$ cat src/rtl/uart_rx_sequencer.sv
// Purpose: deframe an oversampled serial line into parallel words, steering the upstream tick counter.
// Latency: tick_clear 3 cycles after the start edge is sampled; word valid one cycle after the mid-stop sample.
// Backpressure: none; a word not taken via data_read before the next good frame is overwritten and flagged as overrun.
module uart_rx_sequencer #(
  parameter int NUM_DATA_BITS = 8,
  parameter int OVERSAMPLE    = 4
) (
  input  logic                     clk,
  input  logic                     rst,
  input  logic                     serial_in,
  input  logic                     sample_tick,
  output logic                     tick_clear,
  output logic                     tick_enable,
  input  logic                     data_read,
  output logic [NUM_DATA_BITS-1:0] data_out,
  output logic                     data_ready,
  output logic                     framing_error,
  output logic                     overrun_error,
  output logic                     busy
);

  localparam int TW = $clog2(OVERSAMPLE) + 1;
  localparam int BW = $clog2(NUM_DATA_BITS + 1);
  localparam logic [TW-1:0] HALF_BIT = TW'(OVERSAMPLE / 2);
  localparam logic [TW-1:0] FULL_BIT = TW'(OVERSAMPLE);
  localparam logic [BW-1:0] LAST_BIT = BW'(NUM_DATA_BITS - 1);

  typedef enum logic [1:0] {
    IDLE  = 2'd0,
    START = 2'd1,
    DATA  = 2'd2,
    STOP  = 2'd3
  } state_t;

  state_t                   state;
  logic                     sync1, sync2, hist;
  logic [TW-1:0]            tick_cnt;
  logic [BW-1:0]            bit_cnt;
  logic [NUM_DATA_BITS-1:0] shift_reg;
  logic [TW-1:0]            tick_next;
  logic                     fall_edge;

  // The history flop runs while busy too, so an edge hidden under a low stop bit is never seen until the line returns high.
  assign fall_edge = hist & ~sync2;
  assign tick_next = tick_cnt + TW'(1);

  // Two-flop synchroniser for the asynchronous line, then one history flop for edge detection.
  always_ff @(posedge clk or posedge rst) begin
    if (rst) begin
      sync1 <= 1'b1;
      sync2 <= 1'b1;
      hist  <= 1'b1;
    end else begin
      sync1 <= serial_in;
      sync2 <= sync1;
      hist  <= sync2;
    end
  end

  // Frame sequencer: counts ticks within each bit, samples mid-bit, and owns all registered outputs.
  always_ff @(posedge clk or posedge rst) begin
    if (rst) begin
      state         <= IDLE;
      tick_clear    <= 1'b0;
      tick_enable   <= 1'b0;
      busy          <= 1'b0;
      tick_cnt      <= '0;
      bit_cnt       <= '0;
      shift_reg     <= '0;
      data_out      <= '0;
      data_ready    <= 1'b0;
      framing_error <= 1'b0;
      overrun_error <= 1'b0;
    end else begin
      tick_clear <= 1'b0;

      // A read acknowledges the held word; a good stop later in this block takes priority on data_ready.
      if (data_read) begin
        data_ready    <= 1'b0;
        overrun_error <= 1'b0;
      end

      unique case (state)
        IDLE: begin
          if (fall_edge) begin
            tick_clear    <= 1'b1;
            tick_enable   <= 1'b1;
            busy          <= 1'b1;
            tick_cnt      <= '0;
            framing_error <= 1'b0;
            state         <= START;
          end
        end

        START: begin
          if (sample_tick) begin
            if (tick_next == HALF_BIT) begin
              tick_cnt <= '0;
              if (!sync2) begin
                bit_cnt <= '0;
                state   <= DATA;
              end else begin
                // Line back high at mid-start: glitch, drop it quietly.
                tick_enable <= 1'b0;
                busy        <= 1'b0;
                state       <= IDLE;
              end
            end else begin
              tick_cnt <= tick_next;
            end
          end
        end

        DATA: begin
          if (sample_tick) begin
            if (tick_next == FULL_BIT) begin
              tick_cnt  <= '0;
              shift_reg <= {sync2, shift_reg[NUM_DATA_BITS-1:1]};
              bit_cnt   <= bit_cnt + BW'(1);
              if (bit_cnt == LAST_BIT) begin
                state <= STOP;
              end
            end else begin
              tick_cnt <= tick_next;
            end
          end
        end

        STOP: begin
          if (sample_tick) begin
            if (tick_next == FULL_BIT) begin
              if (sync2) begin
                data_out   <= shift_reg;
                data_ready <= 1'b1;
                if (data_ready && !data_read) begin
                  overrun_error <= 1'b1;
                end
              end else begin
                framing_error <= 1'b1;
              end
              tick_cnt    <= '0;
              tick_enable <= 1'b0;
              busy        <= 1'b0;
              state       <= IDLE;
            end else begin
              tick_cnt <= tick_next;
            end
          end
        end

        default: begin
          state <= IDLE;
        end
      endcase
    end
  end

endmodule

$ cat config.mk
export PLATFORM = sky130hd
export DESIGN_NAME = uart_rx_sequencer
export DESIGN_NICKNAME = d
export VERILOG_FILES = /design/src/rtl/uart_rx_sequencer.sv
export SDC_FILE = /design/constraint.sdc
export NUM_CORES = 1
export LEC_CHECK = 0
export BUFFER_PORTS_ARGS = -buffer_cell sky130_fd_sc_hd__buf_2
export CORE_ASPECT_RATIO = 0.8
export CORE_MARGIN = 2
export CORE_UTILIZATION = 56
export DETAILED_ROUTE_END_ITERATION = 6
export PLACE_DENSITY = 0.81
export REMOVE_ABC_BUFFERS = 1
export SLEW_MARGIN = 20
export SYNTH_ARGS = -nofsm -noshare
export SYNTH_HDL_FRONTEND = slang
export SYNTH_SLANG_ARGS = --single-unit
$ cat constraint.sdc
create_clock -name clk -period 2.3 [get_ports clk]
set_input_delay 0.23 -clock clk [delete_from_list [all_inputs] [get_ports clk]]
set_output_delay 0.23 -clock clk [all_outputs]
set_load 0.005 [all_outputs]
; After elaboration in Yosys (flattened, before gate mapping)
; Index checks and enable logic that the tools add are counted.
[classes]
bitwise_logic = 2
reduce_logical = 14
addsub = 2
n_mux = 47
eq_ne = 18
[ops]
columns = op, n
row1 = two-way mux 1 bit, 23
row2 = "!= test 2 bit, second input constant", 11
row3 = two-way mux 4 bit, 5
row4 = two-way mux 2 bit, 9
row5 = two-way mux 3 bit, 5
row6 = case mux 3 bit (3 select lines), 1
row7 = case mux 2 bit (4 select lines), 1
row8 = case mux 4 bit (2 select lines), 1
row9 = AND reduction 8 bit, 1
row10 = AND reduction 7 bit, 1
row11 = AND reduction 3 bit, 2
row12 = AND reduction 6 bit, 1
row13 = AND reduction 5 bit, 1
row14 = "adder 4 x 1 -> 4 bit, second input constant", 1
row15 = "== test 2 bit, second input constant", 2
row16 = "== test 4 x 3 -> 1 bit, second input constant", 1
row17 = AND reduction 4 bit, 1
row18 = nonzero test 2 bit, 2
row19 = "adder 3 x 1 -> 3 bit, second input constant", 1
row20 = "== test 3 x 2 -> 1 bit, second input constant", 1
row21 = "== test 3 bit, second input constant", 1
row22 = case mux 1 bit (3 select lines), 1
row23 = nonzero test 3 bit, 1
row24 = "== test 2 x 1 -> 1 bit, second input constant", 1
row25 = 8 further kinds, 8
[word_totals]
in_bits = 5
reg_bits = 33

; Longest topological paths before layout
; Gate-level depths: netlist of run 1.
[depth]
word_depth = 7
mapped_depth = 6
ltp_nobuf = 5

; Least setup slack after synthesis of run 1
; OpenSTA, ideal clock, no wires.
[synth_path]
path_kind = reg2reg
startpoint = register tick_cnt[0]
endpoint = register shift_reg[0]
arrival_time_ns = 1.660
required_time_ns = 2.175
period_less_slack_ns = 1.784
setup_time_ns = 0.125
setup_slack_ns = 0.516
stages_incl_launch_ff = 6
path_buffers = 1
cell_sequence = dfrtp_1 -> ha_1 -> xnor2_2 -> nor4_4 -> buf_6 -> mux2_2
[synth_between]
elab_chain_len = 3
[synth_lines]
columns = element, line_no
row1 = from (decl), 37  ; logic [TW-1:0] tick_cnt;
row2 = from (signal assigned), 109  ; tick_cnt <= tick_next;
row3 = from (signal assigned), 124  ; tick_cnt <= tick_next;
row4 = from (signal assigned), 146  ; tick_cnt <= tick_next;
row5 = adder 3 x 1 -> 3 bit, 45  ; assign tick_next = tick_cnt + TW'(1);
row6 = == test 3 bit, 116  ; if (tick_next == FULL_BIT) begin
row7 = AND reduction 3 bit (no line), -
row8 = to (signal assigned), 118  ; shift_reg <= {sync2, shift_reg[NUM_DATA_BITS-1:1]};
row9 = to (decl), 39  ; logic [NUM_DATA_BITS-1:0] shift_reg;
; Every way passes these cells.
; A chain may end at the register's enable or synchronous reset.

; Worst setup path after layout of run 1
[layout_path]
startpoint = register tick_cnt[0]
endpoint = register shift_reg[4]
; Same word-level chain as after synthesis.

==> results of run 1 <==
cell type report:
class                           count  area (um2)  area share [%]
Inverter                            7        26.3            1.48
Tap cell                           38        47.5            2.67
Multi-Input combinational cell     84         661            37.2
Clock buffer                        6        51.3            2.89
Timing Repair Buffer               22         125            7.04
Clock inverter                      2        37.5            2.11
Sequential cell                    33         830            46.7
cells by family after synthesis:
| logic type | after synthesis |
|---|---|
| flip-flops | 33 |
| adder cells (fa/ha/maj) | 4 |
| multiplexers | 19 |
| AND/OR/NAND/NOR | 36 |
| XOR/XNOR | 2 |
| buffers and inverters | 12 |
| AO/OA/AOI/OAI | 23 |
power groups by stage:
stage	Sequential, mW	Clock [mW]	Combinational (mW)
3_5_place_dp	0.779	0	0.416
5_1_grt	0.784	0.497	0.482
4_1_cts	0.766	0.472	0.428
2_1_floorplan	0.750	0	0.328
3_3_place_gp	0.769	0	0.408
6_report	0.769	0.457	0.431
metal layers:
metal	up-vias	share of wire, %	GRT usage [%]
met5	-	0	0
met3	11	5.5	6.61
met1	507	45	25.6
li1	508	-	-
met4	0	2.9	12.6
met2	29	46	31.7
worst register-to-register path: stages, from the launching register on:
cell     delay, ns
dfrtp_1       0.45
ha_1          0.30
xnor2_2       0.23
nor4_4        0.29
buf_4         0.25
mux2_2        0.35
synth_stat cells (2+ instances only):
cell,count
a21oi_1,5
clkbuf_1,3
dfrtp_1,30
dfstp_2,3
ha_1,4
inv_1,7
mux2_2,14
mux2_4,3
mux2i_1,2
nand2_1,9
nand2b_1,3
nand3b_1,2
nor2_1,6
nor2b_1,4
nor3_1,4
o21ai_0,5
o31ai_1,3
through the flow:
| step | total power, mW | setup slack, ns | hold slack [ns] |
|---|---|---|---|
| after floorplan | 1.08 | 0.265 | 0.234 |
| after global placement | 1.18 | 0.427 | 0.330 |
| final | 1.66 | 0.323 | 0.0592 |
| after CTS | 1.66 | 0.330 | 0.0426 |
| after detailed placement | 1.19 | 0.342 | 0.339 |
| after global routing | 1.76 | 0.228 | 0.0422 |
final timing paths:
kind / startpoint / endpoint / slack (ns) / depth (start not counted)
min in group asynchronous: rst / tick_cnt[0] / 0.52 / 3
worst max-delay path: tick_cnt[0] / shift_reg[4] / 0.32 / 5
max in group asynchronous: rst / hist / 1.05 / 4
worst min-delay path: data_read / overrun_error / 0.06 / 2
worst min register to register: sync1 / sync2 / 0.36 / 0
worst max register to register: tick_cnt[0] / shift_reg[4] / 0.32 / 5
repair_timing:
item	CTS	global route
endpoints found under the hold margin	16	0
buffers inserted	0	0
setup endpoints to repair	0	0
hold buffers	2	0
==> impl_metrics.ini, run 1 <==
[cells_and_area]
fill_cells = 206
antenna_cells = 0
stdcell_count = 192
areaGrowthSynthToFinish_pct = 15.0
drive_gt1_share_pct = 35.1
final_common_cell = dfrtp_1
stdcell_area_um2 = 1780
layout_common_cells = 30 x dfrtp_1, 18 x buf_2, 14 x mux2_2, 9 x nand2_1, 7 x inv_1
finish.utilization_pct = 65.8
nets = 162

[clock_tree]
cts_resized = 0
clkLatencyLatePin_ns = 0.34
tritoncts = yes
cts_buffer_depth = 2
cts_made_buffers = 5
clock_sinks = 33
htree_levels = 2
clk_pin_slew_ns = 0.10
cts_root_buf = clkbuf_4

[yosys]
synth_top_family_by_area = multiplexers
synth_cells = 129
synth_compound_area_share_pct = 10.2
synth_top_area_share_pct = 48.5
synth_edf_count = 0
yosys_register_bits = 33
synthAdderAreaFrac_pct = 3.24
synthMuxAreaShare_pct = 14.4
synthArstFlopShare_pct = 100
yosys.area.top_type = dfrtp_1
ys_types = 39
synth-xor-area-share_pct = 1.62
ys_seq_area_share_pct = 53.6
ys_warn_count = 0
syn_area_per_cell_um2 = 12.0
yosys-top-cells-area = dfrtp_1 49%, mux2_2 10%, dfstp_2 5.1%
synthFlopType = dfrtp_1
yosys.area_share.simple_pct = 13.3
synthesis.area_um2 = 1550

[sta]
rsz0062_at_grt = no
setup_tns_ns = 0
post-route-min-period_ns = 1.98
maxClockFrequency_ghz = 0.506
setup_viol = 0
finalCritPeriodShare_pct = 85.9
slew_violations = 0
tightest_slew_ns = 0.625
max_slew_margin_pct = 58.3
skew_ns = 0.00706
hold_viol_final = 0

[global_routing]
grt_max_degree = 19
grt_pass1_vias = 1036
antenna_found_initial = 0
grt_overflow_total = 0
grt_first_pass_wirelength_um = 4800
track_usage_pct = 20.6

[placed_design]
gp_congestion = 0.818
port_buffers = 18
dp_hpwl_um = 2040
dpl-instance-area_um2 = 1670
placed_cells = 182

[floorplan]
die_h_um = 51
design.die.area_um2 = 3200
pin_count = 19
chipWidth_um = 62.8
coreArea_um2 = 2700
initial_core_util_pct = 57.2
fp-row-count = 17

[pwr]
power.share.clock_pct = 27.6
switching_share_pct = 34.1
internal-power_mw = 1.09
combinationalPowerShare_pct = 26.0
p_seq_share_pct = 46.4
power.switching_mw = 0.565
peakVddDrop_mv = 0.701
p_per_area_nw_per_um2 = 932
leakagePower_nw = 0.884

[critical_path]
cp_num_buf_inv = 1
crit_chain = ha_1, xnor2_2, nor4_4, buf_4, mux2_2
cpLargestDelayFamily = flip-flops
worstPathMaxFanout = 11
crit_path_max_incr_delay_ns = 0.45
cp.arrival_ns = 2.21
path_class = flip-flop to flip-flop
cp-end-kind = flip-flop
cp_slowest_cell = dfrtp_1
crit_path_start_kind = flip-flop
cp.required_ns = 2.53

[drt]
ant_nets = 0
drc = 0
via_count = 1055
dr.first_iter.drc_count = 45
viasPerCell = 5.49
firstDrtPassIters = 5
wl_um = 2760
wl_per_cell_um = 14.4

[outcome]
status = finished clean

[min_path]
hold_path.class = primary input to flip-flop

[flow_run]
cap_violations = 0
(Power assumes the default switching activity.)
==> run 2: changes to the inputs <==
--- a/config.mk
+++ b/config.mk
@@ -10,6 +10,7 @@
 export CORE_MARGIN = 2
 export CORE_UTILIZATION = 56
 export DETAILED_ROUTE_END_ITERATION = 6
+export HOLD_SLACK_MARGIN = 0.12
 export PLACE_DENSITY = 0.81
 export REMOVE_ABC_BUFFERS = 1
 export SLEW_MARGIN = 20
==> impl_metrics.ini, run 2 (synthesized netlist as in run 1, its figures left out) <==
[pwr]
peakVddDrop_mv = 0.701
p_per_area_nw_per_um2 = 928
p_seq_share_pct = 46.4
power.switching_mw = 0.566
leakagePower_nw = 0.888
internal-power_mw = 1.09
combinationalPowerShare_pct = 26.2
switching_share_pct = 34.1
power.share.clock_pct = 27.5

[placed_design]
port_buffers = 18
gp_congestion = 0.818
dpl-instance-area_um2 = 1670
dp_hpwl_um = 2040

[sta]
setup_tns_ns = 0
hold_slack_ns = 0.232
slew_violations = 0
max_slew_margin_pct = 58.3
tightest_slew_ns = 0.625
finalCritPeriodShare_pct = 86.1
skew_ns = 0.00637
hold_viol_final = 0
maxClockFrequency_ghz = 0.505
post-route-min-period_ns = 1.98
setup_viol = 0
rsz0062_at_grt = no

[drt]
ant_nets = 0
drc = 0
via_count = 1060
firstDrtPassIters = 4
wl_um = 2780
wl_per_cell_um = 14.4
dr.first_iter.drc_count = 49
viasPerCell = 5.49

[flow_run]
cap_violations = 0

[floorplan]
initial_core_util_pct = 57.2
pin_count = 19
design.die.area_um2 = 3200
coreArea_um2 = 2700
die_h_um = 51
chipWidth_um = 62.8
fp-row-count = 17

[critical_path]
r2r_slack_ns = 0.32
crit_path_start_kind = flip-flop
worstPathMaxFanout = 11
cp.arrival_ns = 2.21
crit_chain = ha_1, xnor2_2, nor4_4, buf_4, mux2_2
cp_slowest_cell = dfrtp_1
crit_path_max_incr_delay_ns = 0.45
path_class = flip-flop to flip-flop
cp-end-kind = flip-flop
cp.required_ns = 2.53

[global_routing]
track_usage_pct = 20.6
antenna_found_initial = 0
grt_pass1_vias = 1041
grt_overflow_total = 0
grt_first_pass_wirelength_um = 4810
grt_max_degree = 19

[outcome]
status = finished clean

[clock_tree]
cts_resized = 0
clock_sinks = 33
htree_levels = 2
clkLatencyLatePin_ns = 0.34
cts_buffer_depth = 2
cts_root_buf = clkbuf_4
cts_made_buffers = 5
tritoncts = yes
clk_pin_slew_ns = 0.10

[cells_and_area]
fill_cells = 202
layout_common_cells = 30 x dfrtp_1, 18 x buf_2, 14 x mux2_2, 9 x nand2_1, 7 x inv_1
final_common_cell = dfrtp_1
nets = 163
stdcell_area_um2 = 1790
antenna_cells = 0
areaGrowthSynthToFinish_pct = 15.6
drive_gt1_share_pct = 34.8

[min_path]
hold_path.class = primary input to flip-flop
[run 2: cell count changes in the layout (fill, tap and decap cells not counted), sizes merged]
cell,previous run,this run
dlygate4sd3,2,3
[run 2: worst max-delay path, delay by kind of cell (launching register included)]
kind	cells	cell delay, ns
xor gates and xnor gates	1	0.23
adders and majority gates	1	0.30
buffers and inverters	1	0.25
DFF	1	0.45
muxes	1	0.35
and+or+nand+nor	1	0.29
[run 2: final cells by class]
type / instances / area [um2] / share of cell area, %
tap: 38 / 47.5 / 2.66
multi-input combinational: 84 / 661 / 36.9
clock inverter: 2 / 37.5 / 2.10
clock buffer: 6 / 51.3 / 2.87
inverter: 7 / 26.3 / 1.47
timing repair buffer: 23 / 135 / 7.56
sequential: 33 / 830 / 46.4
[run 2: through the flow]
| stage | worst slack, ns | cells | utilization (%) | power [mW] |
|---|---|---|---|---|
| 6_report | 0.320 | 193 | 66.2 | 1.66 |
| 3_5_place_dp | 0.342 | 182 | 61.8 | 1.19 |
| 4_1_cts | 0.330 | 193 | 66.2 | 1.67 |
| 3_3_place_gp | 0.427 | 182 | 61.8 | 1.18 |
| 5_1_grt | 0.228 | 193 | 66.2 | 1.76 |
| 2_1_floorplan | 0.265 | 124 | - | 1.08 |
[run 2: worst paths after layout]
check	start	endpoint	cells past startpoint
setup / recovery	tick_cnt[0]	shift_reg[4]	5
hold / removal	sample_tick	tick_cnt[1]	3
setup reg to reg	tick_cnt[0]	shift_reg[4]	5
hold reg to reg	sync1	sync2	0
max in group asynchronous	rst	hist	4
min in group asynchronous	rst	tick_cnt[0]	3
[run 2: repair_timing]
action	in CTS	in global routing
hold endpoints to repair	18	0
hold buffers	3	0
setup buffers	0	0
[run 2: metal layers]
metal	vias to the layer above	GRT usage [%]	wire, um
li1	511	-	-
met1	504	25.6	1240
met2	36	31.7	1290
met3	9	6.61	177
met4	0	12.6	72
met5	-	0	0
[run 2: power by group through the flow]
stage / clock network (mW) / logic, mW / registers (mW)
5_1_grt: 0.497 / 0.483 / 0.784
3_3_place_gp: 0 / 0.408 / 0.769
3_5_place_dp: 0 / 0.416 / 0.779
2_1_floorplan: 0 / 0.328 / 0.750
6_report: 0.456 / 0.434 / 0.769
4_1_cts: 0.472 / 0.429 / 0.766
==> run 3: changes to the inputs <==
--- a/config.mk
+++ b/config.mk
@@ -5,12 +5,13 @@
 export SDC_FILE = /design/constraint.sdc
 export NUM_CORES = 1
 export LEC_CHECK = 0
+export ABC_AREA = 1
 export BUFFER_PORTS_ARGS = -buffer_cell sky130_fd_sc_hd__buf_2
 export CORE_ASPECT_RATIO = 0.8
 export CORE_MARGIN = 2
 export CORE_UTILIZATION = 56
 export DETAILED_ROUTE_END_ITERATION = 6
-export HOLD_SLACK_MARGIN = 0.12
+export HOLD_SLACK_MARGIN = 0.02
 export PLACE_DENSITY = 0.81
 export REMOVE_ABC_BUFFERS = 1
 export SLEW_MARGIN = 20
==> impl_metrics.ini, run 3 <==
[yosys]
synthFlopType = dfrtp_1
ys_types = 27
synth_edf_count = 0
yosys-top-cells-area = dfrtp_1 48%, nand2_1 11%, inv_1 5.3%
synthesis.area_um2 = 1570
syn_area_per_cell_um2 = 9.01
yosys.area.top_type = dfrtp_1
synth_most_common_cell = nand2_1
ys_seq_area_share_pct = 52.9
synth_commonest_cells = 47 x nand2_1, 30 x dfrtp_1, 22 x inv_1
synth_top_area_share_pct = 47.9
synthArstFlopShare_pct = 100
yosys_register_bits = 33
ys_warn_count = 0
synth_cells = 174

[global_routing]
top_usage_layer = met2
grt_pass1_vias = 1221
grt_overflow_total = 0
grt_max_degree = 18
antenna_found_initial = 0
use_met3_pct = 5.29
gr-usage-met2_pct = 38.1
met1_usage_pct = 25.4
grt_first_pass_wirelength_um = 5230
track_usage_pct = 22.2

[cells_and_area]
final_common_cell = nand2_1
areaGrowthSynthToFinish_pct = 14.7
antenna_cells = 0
drive_gt1_share_pct = 25.5
nets = 208
fill_cells = 224
seqCellArea_um2 = 830
stdcell_area_um2 = 1800
layout_common_cells = 47 x nand2_1, 30 x dfrtp_1, 22 x inv_1, 18 x buf_2
multi_input_area_um2 = 621

[sta]
setup_viol = 0
hold_viol_final = 0
finalCritPeriodShare_pct = 75.0
hold_slack_ns = 0.0270
setup_ws_ns = 0.574
maxClockFrequency_ghz = 0.579
slew_violations = 0
rsz0062_at_grt = no
max_slew_margin_pct = 58.6
tightest_slew_ns = 0.620
setup_tns_ns = 0
skew_ns = 0.00968
post-route-min-period_ns = 1.73

[placed_design]
dpl-instance-area_um2 = 1690
gp_congestion = 0.894
port_buffers = 18
dp_hpwl_um = 2120
dp_slack_ns = 0.585

[clock_tree]
tritoncts = yes
cts_resized = 0
htree_levels = 2
cts_root_buf = clkbuf_4
cts_buffer_depth = 2
cts_made_buffers = 5
clk_pin_slew_ns = 0.10
clkLatencyLatePin_ns = 0.36
post_cts_buffers = 0
clock_sinks = 33
ctsHoldBuffers = 2

[pwr]
p_per_area_nw_per_um2 = 923
power_mw = 1.66
leakagePower_nw = 0.886
peakVddDrop_mv = 0.538

[critical_path]
cp.arrival_ns = 1.96
worst-path-stages = 7
path_class = flip-flop to flip-flop
worstPathMaxFanout = 17
reg2reg_to = bit_cnt[3]
cp_num_buf_inv = 0
r2r_slack_ns = 0.57
cp.required_ns = 2.54
crit_path_max_incr_delay_ns = 0.43
reg2reg_depth = 7
r2r_start = tick_cnt[0]
crit_path_start_kind = flip-flop
cpLargestDelayFamily = simple AND/OR/NAND/NOR gates
crit_chain = ha_1, nand2_1, nand3_4, nor2_4, nand2_4, a21oi_4, o21ai_0
cp_slowest_cell = dfrtp_1
cp-end-kind = flip-flop

[drt]
firstDrtPassIters = 4
drc = 0
wl_per_cell_um = 12.3
viasPerCell = 5.07
ant_nets = 0
via_count = 1206
wl_um = 2930
dr.first_iter.drc_count = 69

[min_path]
holdPathEnd = overrun_error
hold_path.class = primary input to flip-flop
hold_depth = 2
min_from = data_read

[floorplan]
initial_core_util_pct = 58.0
pin_count = 19
die_h_um = 51.3
design.die.area_um2 = 3240
chipWidth_um = 63.2
fp-row-count = 17
coreArea_um2 = 2700

[outcome]
status = finished clean

[flow_run]
cap_violations = 0
==> run 3: cell types whose count changed after synthesis, moves of 6 or more <==
cell,change
nand2_1,+38
inv_1,+15
mux2_2,-14
o21ai_1,+10
o21ai_2,+7
nand3_1,+6
==> run 3: worst register-to-register path, cell delays in order (launching register included) <==
cell and delay (ns):
dfrtp_1 0.43, ha_1 0.25, nand2_1 0.14, nand3_4 0.12, nor2_4 0.19, nand2_4 0.16, a21oi_4 0.23, o21ai_0 0.10
==> run 3: report_power, final <==
group	switching, mW	total [mW]	internal, mW
Combinational	0.308	0.471	0.163
Clock	0.213	0.471	0.258
Sequential	0.0751	0.718	0.643
==> run 3: worst max-delay path by stage <==
stage	startpoint	to	slack, ns
2_1_floorplan	tick_cnt[0]	bit_cnt[1]	0.77
3_3_place_gp	tick_cnt[0]	bit_cnt[3]	0.69
3_5_place_dp	tick_cnt[0]	bit_cnt[3]	0.59
4_1_cts	tick_cnt[0]	bit_cnt[1]	0.57
5_1_grt	tick_cnt[0]	bit_cnt[1]	0.43
6_report	tick_cnt[0]	bit_cnt[3]	0.57
==> run 3: area by class of cell <==
cell class	count	area share, %
inverter	25	5.22
sequential	33	46.1
timing repair buffer	21	6.54
clock inverter	2	2.09
multi-input combinational	113	34.5
clock buffer	6	2.85
tap	38	2.64
==> run 3: cells by family (layout without fill, tap and decap cells) <==
group                    count (synthesis)  after routing  share of synthesized area (%)
AND/OR/NAND/NOR                         76             76                           23.1
AO/OA/AOI/OAI                           33             33                           13.2
flip-flops                              33             33                           52.9
buffers and inverters                   28             54                           7.50
adder cells (fa/ha/maj)                  4              4                           3.19
==> run 3: per-layer routing <==
| layer | share of wire, % | wire, um |
|---|---|---|
| met1 | 44 | 1290 |
| met2 | 50 | 1450 |
| met5 | 0 | 0 |
| met4 | 2.3 | 68 |
| met3 | 4.0 | 117 |
==> run 3: through the flow <==
step	cells	util (%)
CTS	238	66.6
global placement	228	62.5
global route	238	66.6
floorplan	171	-
detailed placement	228	62.5
finish	238	66.6
